**config.mk**
```make
export PLATFORM = sky130hd
export DESIGN_NAME = ecc_sed_decoder
export DESIGN_NICKNAME = d
export VERILOG_FILES = /design/src/rtl/ecc_sed_decoder.sv
export SDC_FILE = /design/constraint.sdc
export NUM_CORES = 1
export LEC_CHECK = 0
export CAP_MARGIN = 15
export CELL_PAD_IN_SITES_DETAIL_PLACEMENT = 0
export CELL_PAD_IN_SITES_GLOBAL_PLACEMENT = 1
export CORE_MARGIN = 2
export CORE_UTILIZATION = 30
export CTS_CLUSTER_DIAMETER = 30
export DETAILED_ROUTE_END_ITERATION = 10
export GPL_TIMING_DRIVEN = 0
export PLACE_DENSITY = 0.71
export SETUP_SLACK_MARGIN = 0.1
export SKIP_LAST_GASP = 1
export SYNTH_ARGS = -nofsm -noshare
export SYNTH_HDL_FRONTEND = slang
export SYNTH_SLANG_ARGS = --single-unit
export TNS_END_PERCENT = 5
```
**constraint.sdc**
```tcl
create_clock -name clk -period 1.7 [get_ports clk]
set_input_delay 0.34 -clock clk [delete_from_list [all_inputs] [get_ports clk]]
set_output_delay 0.34 -clock clk [all_outputs]
set_load 0.01 [all_outputs]
```
**src/rtl/ecc_sed_decoder.sv**
```systemverilog
// Single-error-detect (even parity) decoder with sticky status and a bad-run fault FSM.
// Define ECC_SED_DEC_CNT_EN to build the saturating err_cnt counter; otherwise err_cnt is tied to 0.
module ecc_sed_decoder #(
   parameter int FAULT_THRESH = 4,
   parameter int CNT_W        = 8
) (
   input  logic             clk,
   input  logic             rst,
   input  logic             enc_valid,
   input  logic [12:0]      enc_codeword,
   input  logic             err_clr,
   output logic             dec_valid,
   output logic [11:0]      dec_data,
   output logic             dec_err,
   output logic             err_sticky,
   output logic             fault,
   output logic [CNT_W-1:0] err_cnt
);

   localparam logic [3:0] THRESH = 4'(FAULT_THRESH);

   typedef enum logic [1:0] {
      ST_OK,
      ST_SUSPECT,
      ST_FAULT
   } state_e;

   state_e      state_q, state_d;
   logic [3:0]  run_q, run_d;
   logic        dec_valid_q, dec_valid_d;
   logic [11:0] dec_data_q, dec_data_d;
   logic        dec_err_q, dec_err_d;
   logic        sticky_q, sticky_d;
   logic        accept;
   logic        syndrome;

   assign accept   = enc_valid && (state_q != ST_FAULT);
   assign syndrome = ^enc_codeword;

   always_comb begin
      dec_valid_d = 1'b0;
      dec_data_d  = dec_data_q;
      dec_err_d   = dec_err_q;
      sticky_d    = sticky_q;
      if (accept) begin
         dec_valid_d = 1'b1;
         dec_data_d  = enc_codeword[11:0];
         dec_err_d   = syndrome;
      end
      // A bad word in the clear cycle keeps the flag set.
      if (accept && syndrome) begin
         sticky_d = 1'b1;
      end else if (err_clr) begin
         sticky_d = 1'b0;
      end
   end

   always_comb begin
      state_d = state_q;
      run_d   = run_q;
      if (err_clr) begin
         state_d = ST_OK;
         run_d   = '0;
      end else begin
         case (state_q)
            ST_OK: begin
               if (accept && syndrome) begin
                  state_d = ST_SUSPECT;
                  run_d   = 4'd1;
               end
            end
            ST_SUSPECT: begin
               if (accept) begin
                  if (syndrome) begin
                     run_d = run_q + 4'd1;
                     if (run_q + 4'd1 == THRESH) begin
                        state_d = ST_FAULT;
                     end
                  end else begin
                     state_d = ST_OK;
                     run_d   = '0;
                  end
               end
            end
            ST_FAULT: begin
               state_d = ST_FAULT;
            end
            default: begin
               state_d = ST_OK;
               run_d   = '0;
            end
         endcase
      end
   end

   always_ff @(posedge clk or posedge rst) begin
      if (rst) begin
         state_q     <= ST_OK;
         run_q       <= '0;
         dec_valid_q <= 1'b0;
         dec_data_q  <= '0;
         dec_err_q   <= 1'b0;
         sticky_q    <= 1'b0;
      end else begin
         state_q     <= state_d;
         run_q       <= run_d;
         dec_valid_q <= dec_valid_d;
         dec_data_q  <= dec_data_d;
         dec_err_q   <= dec_err_d;
         sticky_q    <= sticky_d;
      end
   end

   assign dec_valid  = dec_valid_q;
   assign dec_data   = dec_data_q;
   assign dec_err    = dec_err_q;
   assign err_sticky = sticky_q;
   assign fault      = (state_q == ST_FAULT);

`ifdef ECC_SED_DEC_CNT_EN
   logic [CNT_W-1:0] cnt_q, cnt_d;

   always_comb begin
      cnt_d = cnt_q;
      if (accept && syndrome) begin
         if (err_clr) begin
            cnt_d = CNT_W'(1);
         end else if (cnt_q != '1) begin
            cnt_d = cnt_q + CNT_W'(1);
         end
      end else if (err_clr) begin
         cnt_d = '0;
      end
   end

   always_ff @(posedge clk or posedge rst) begin
      if (rst) begin
         cnt_q <= '0;
      end else begin
         cnt_q <= cnt_d;
      end
   end

   assign err_cnt = cnt_q;
`else
   assign err_cnt = '0;
`endif

endmodule

```
==> results.cfg <==
[pwr]
ir_drop_uv = 298
p_leak_uw = 0.000809
switching_share = 0.290
p_int_uw = 1050
p_clk_frac = 0.212
p_sw_uw = 430
power-per-cell-area_nw_per_um2 = 906
pwr-share-comb = 0.375
pwr-share-seq = 0.414

[flow_run]
maxCapViolations = 0

[critical_path]
worst_ep_required_time_ns = 1.84
cp-end-kind = flip-flop
startpoint_type = input port
regToRegEndpoint = dec_data[4]
reg2reg_depth = 5
worstPathArrival_ns = 1.91
rr_startpoint = state_q[0]
crit_fanout = 3
crit_type = in2reg
r2r_slack_ns = 0.06

[drt]
wl_um = 2170
vias = 833
wire_per_inst_um = 11.6
drc = 0
initialDrtViolationCount = 19
met1_length_um = 873
route.met2.wl_um = 1140
routed.top_layer = met4
dr_wl_met3_um = 143
vias_per_cell = 4.43
drt_first_pass_iters = 4
ant_nets = 0

[die]
die_h_um = 65.7
start_util = 0.312
fp.dieW_um = 65.7
io_pins = 41
fp-row-count = 22
core_um2 = 3660
dieArea_um2 = 4310

[timing]
setup_ws_ns = -0.0722
setup_viol = 4
rsz0062_at_grt = true
min_period_ns = 1.77
worst_pin_slew_ns = 0.806
slew_violations = 0
finalHoldViolCount = 0
period_share = 1.04
relSlewSlack = 0.462
skew_ns = 0.00329
max_freq_mhz = 564

[finish]
fin_util = 0.447
diodes = 0
fin_nets = 160
drive_gt1_frac = 0.350
area_growth_pct = 43.4
instances_no_fill = 188

[global_route]
grt_max_degree = 22
antenna_found_initial = 0
grt_pass1_wl_um = 3640
grt_pass1_vias = 826
overflow = 0
grt_use_total = 0.112

[cts]
cts_tree = built
clock_latency_ns = 0.25
ctsHtreeMaxLevel = 1
cts_buffers = 3
clock-sinks = 21
ctsHoldBuffers = 0
cts_buffer_depth = 2
root_buffer = clkbuf_8
clk_pin_slew_ns = 0.07

[logic_synthesis]
yosysMostFrequentCell = dfrtp_1
syn_avg_cell_area_um2 = 12.0
synth_compound_area_frac = 0.0735
synthTopCellsByCount = dfrtp_1 (21), mux2_2 (12), buf_4 (8)
yosys.area_share.simple = 0.121
yosys-top-cells-area = dfrtp_1 (46%), mux2_2 (12%), buf_4 (5.3%), xnor2_1 (4.6%), xnor3_1 (3.9%)
synth_fa_ha_area_frac = 0.0219
ys_seq_area_frac = 0.461
syn_area_um2 = 1140
yosysTopAreaCellShare = 0.461
synth.distinct_cells = 32
synthArstFlopShare = 1.00
synth.largest_area_cell = dfrtp_1
synthFlopType = dfrtp_1
syn_inst = 95
yosysWarnings = 0
synth-edff-count = 0
ys_seq_elements = 21
synthMuxAreaShare = 0.132
synth_top_family_by_area = multiplexers
synth_xor_area_frac = 0.106

[min_path]
min_path_type = in2reg
min_from = enc_codeword[10]
min_path_cells = 2
holdPathEnd = dec_data[10]

[placed_design]
port_buffers = 32
gp_congestion = 0.736
place_inst = 182
hpwl_um = 1640

[status]
violations = negative setup slack
outcome = finished, violations left
[timing repair]
item                       4_1_cts  5_1_grt
setup buffers                    0        1
pin swaps                        9       10
setup endpoints to repair       15       22
gates cloned                     0        1
gates resized for setup         22       27
[layout by cell type, fill, tap and decap left out, drive strengths merged, types with 2 or more instances in the layout]
| cell | count |
|---|---|
| clkdlybuf4s50 | 18 |
| xnor3 | 3 |
| xnor2 | 6 |
| a211o | 2 |
| ha | 2 |
| dfrtp | 21 |
| nor3 | 5 |
| nand3b | 2 |
| nor3b | 4 |
| buf | 14 |
| dlymetal6s2s | 2 |
| conb | 8 |
| dlygate4sd2 | 2 |
| nand2b | 3 |
| nand2 | 4 |
| mux2 | 13 |
| clkbuf | 12 |
| inv | 4 |
| o21ai | 2 |
[worst max-delay path by stage]
stage / start / endpoint / slack [ns]
2_1_floorplan: enc_codeword[9] / run_q[1] / -0.14
3_3_place_gp: enc_codeword[9] / run_q[1] / -0.72
3_5_place_dp: enc_codeword[9] / run_q[2] / -0.75
4_1_cts: enc_codeword[10] / run_q[1] / -0.29
5_1_grt: enc_codeword[12] / run_q[0] / -0.1
6_report: enc_codeword[12] / run_q[1] / -0.07
[cells by family (layout without fill, tap and decap cells)]
family / Yosys count / after routing
buf+inv: 15 / 53
flops: 21 / 21
simple gates: 23 / 23
compound gates: 11 / 11
mux: 13 / 13
other cells: 1 / 8
xor+xnor: 9 / 9
fa+ha+maj: 2 / 2
[registers in the layout (all words and copies together) (netlist names)]
signal and cells:
dec_data 12, state_q 2, dec_err 1, err_sticky 1
dec_valid 1, run_q 4
[metal layers]
| layer | vias to the layer above | track usage |
|---|---|---|
| met2 | 23 | 0.194 |
| li1 | 410 | - |
| met4 | 0 | 0.0469 |
| met1 | 398 | 0.128 |
| met3 | 2 | 0.0291 |
| met5 | - | 0 |
[final cells by class]
cell class                 instances  area [um^2]
buffer                            11         81.3
clock buffer                       4         45.0
fill                             351         2020
inverter                           4         15.0
multi-input combinational         66          612
tap                               48         60.1
timing repair buffer              34          297
sequential                        21          527
[critical path, stage by stage]
cell and delay [ns]:
dlymetal6s2s_1 0.15, xnor2_2 0.14, xnor3_2 0.49, xnor2_4 0.16, o311a_4 0.34, mux2_4 0.30
[through the flow]
step / instance area, um^2 / hold WS [ns] / setup TNS [ns] / setup WS (ns) / total power, uW
final: 1640 / 0.320 / -0.230 / -0.0722 / 1480
after global routing: 1640 / 0.305 / -0.780 / -0.0995 / 1600
after CTS: 1590 / 0.315 / -2.36 / -0.287 / 1430
after detailed placement: 1550 / 0.474 / -7.45 / -0.755 / 1100
after global placement: 1550 / 0.470 / -7.17 / -0.722 / 1090
after floorplan: 1170 / 0.317 / -0.725 / -0.135 / 894
[power groups by stage]
stage,Sequential (uW),Clock [uW],Combinational (uW)
floorplan,641,0,253
global placement,618,0,472
detailed placement,620,0,478
CTS,610,332,490
global route,625,363,612
finish,613,314,556
No activity file was read; power rests on OpenSTA's default activity.
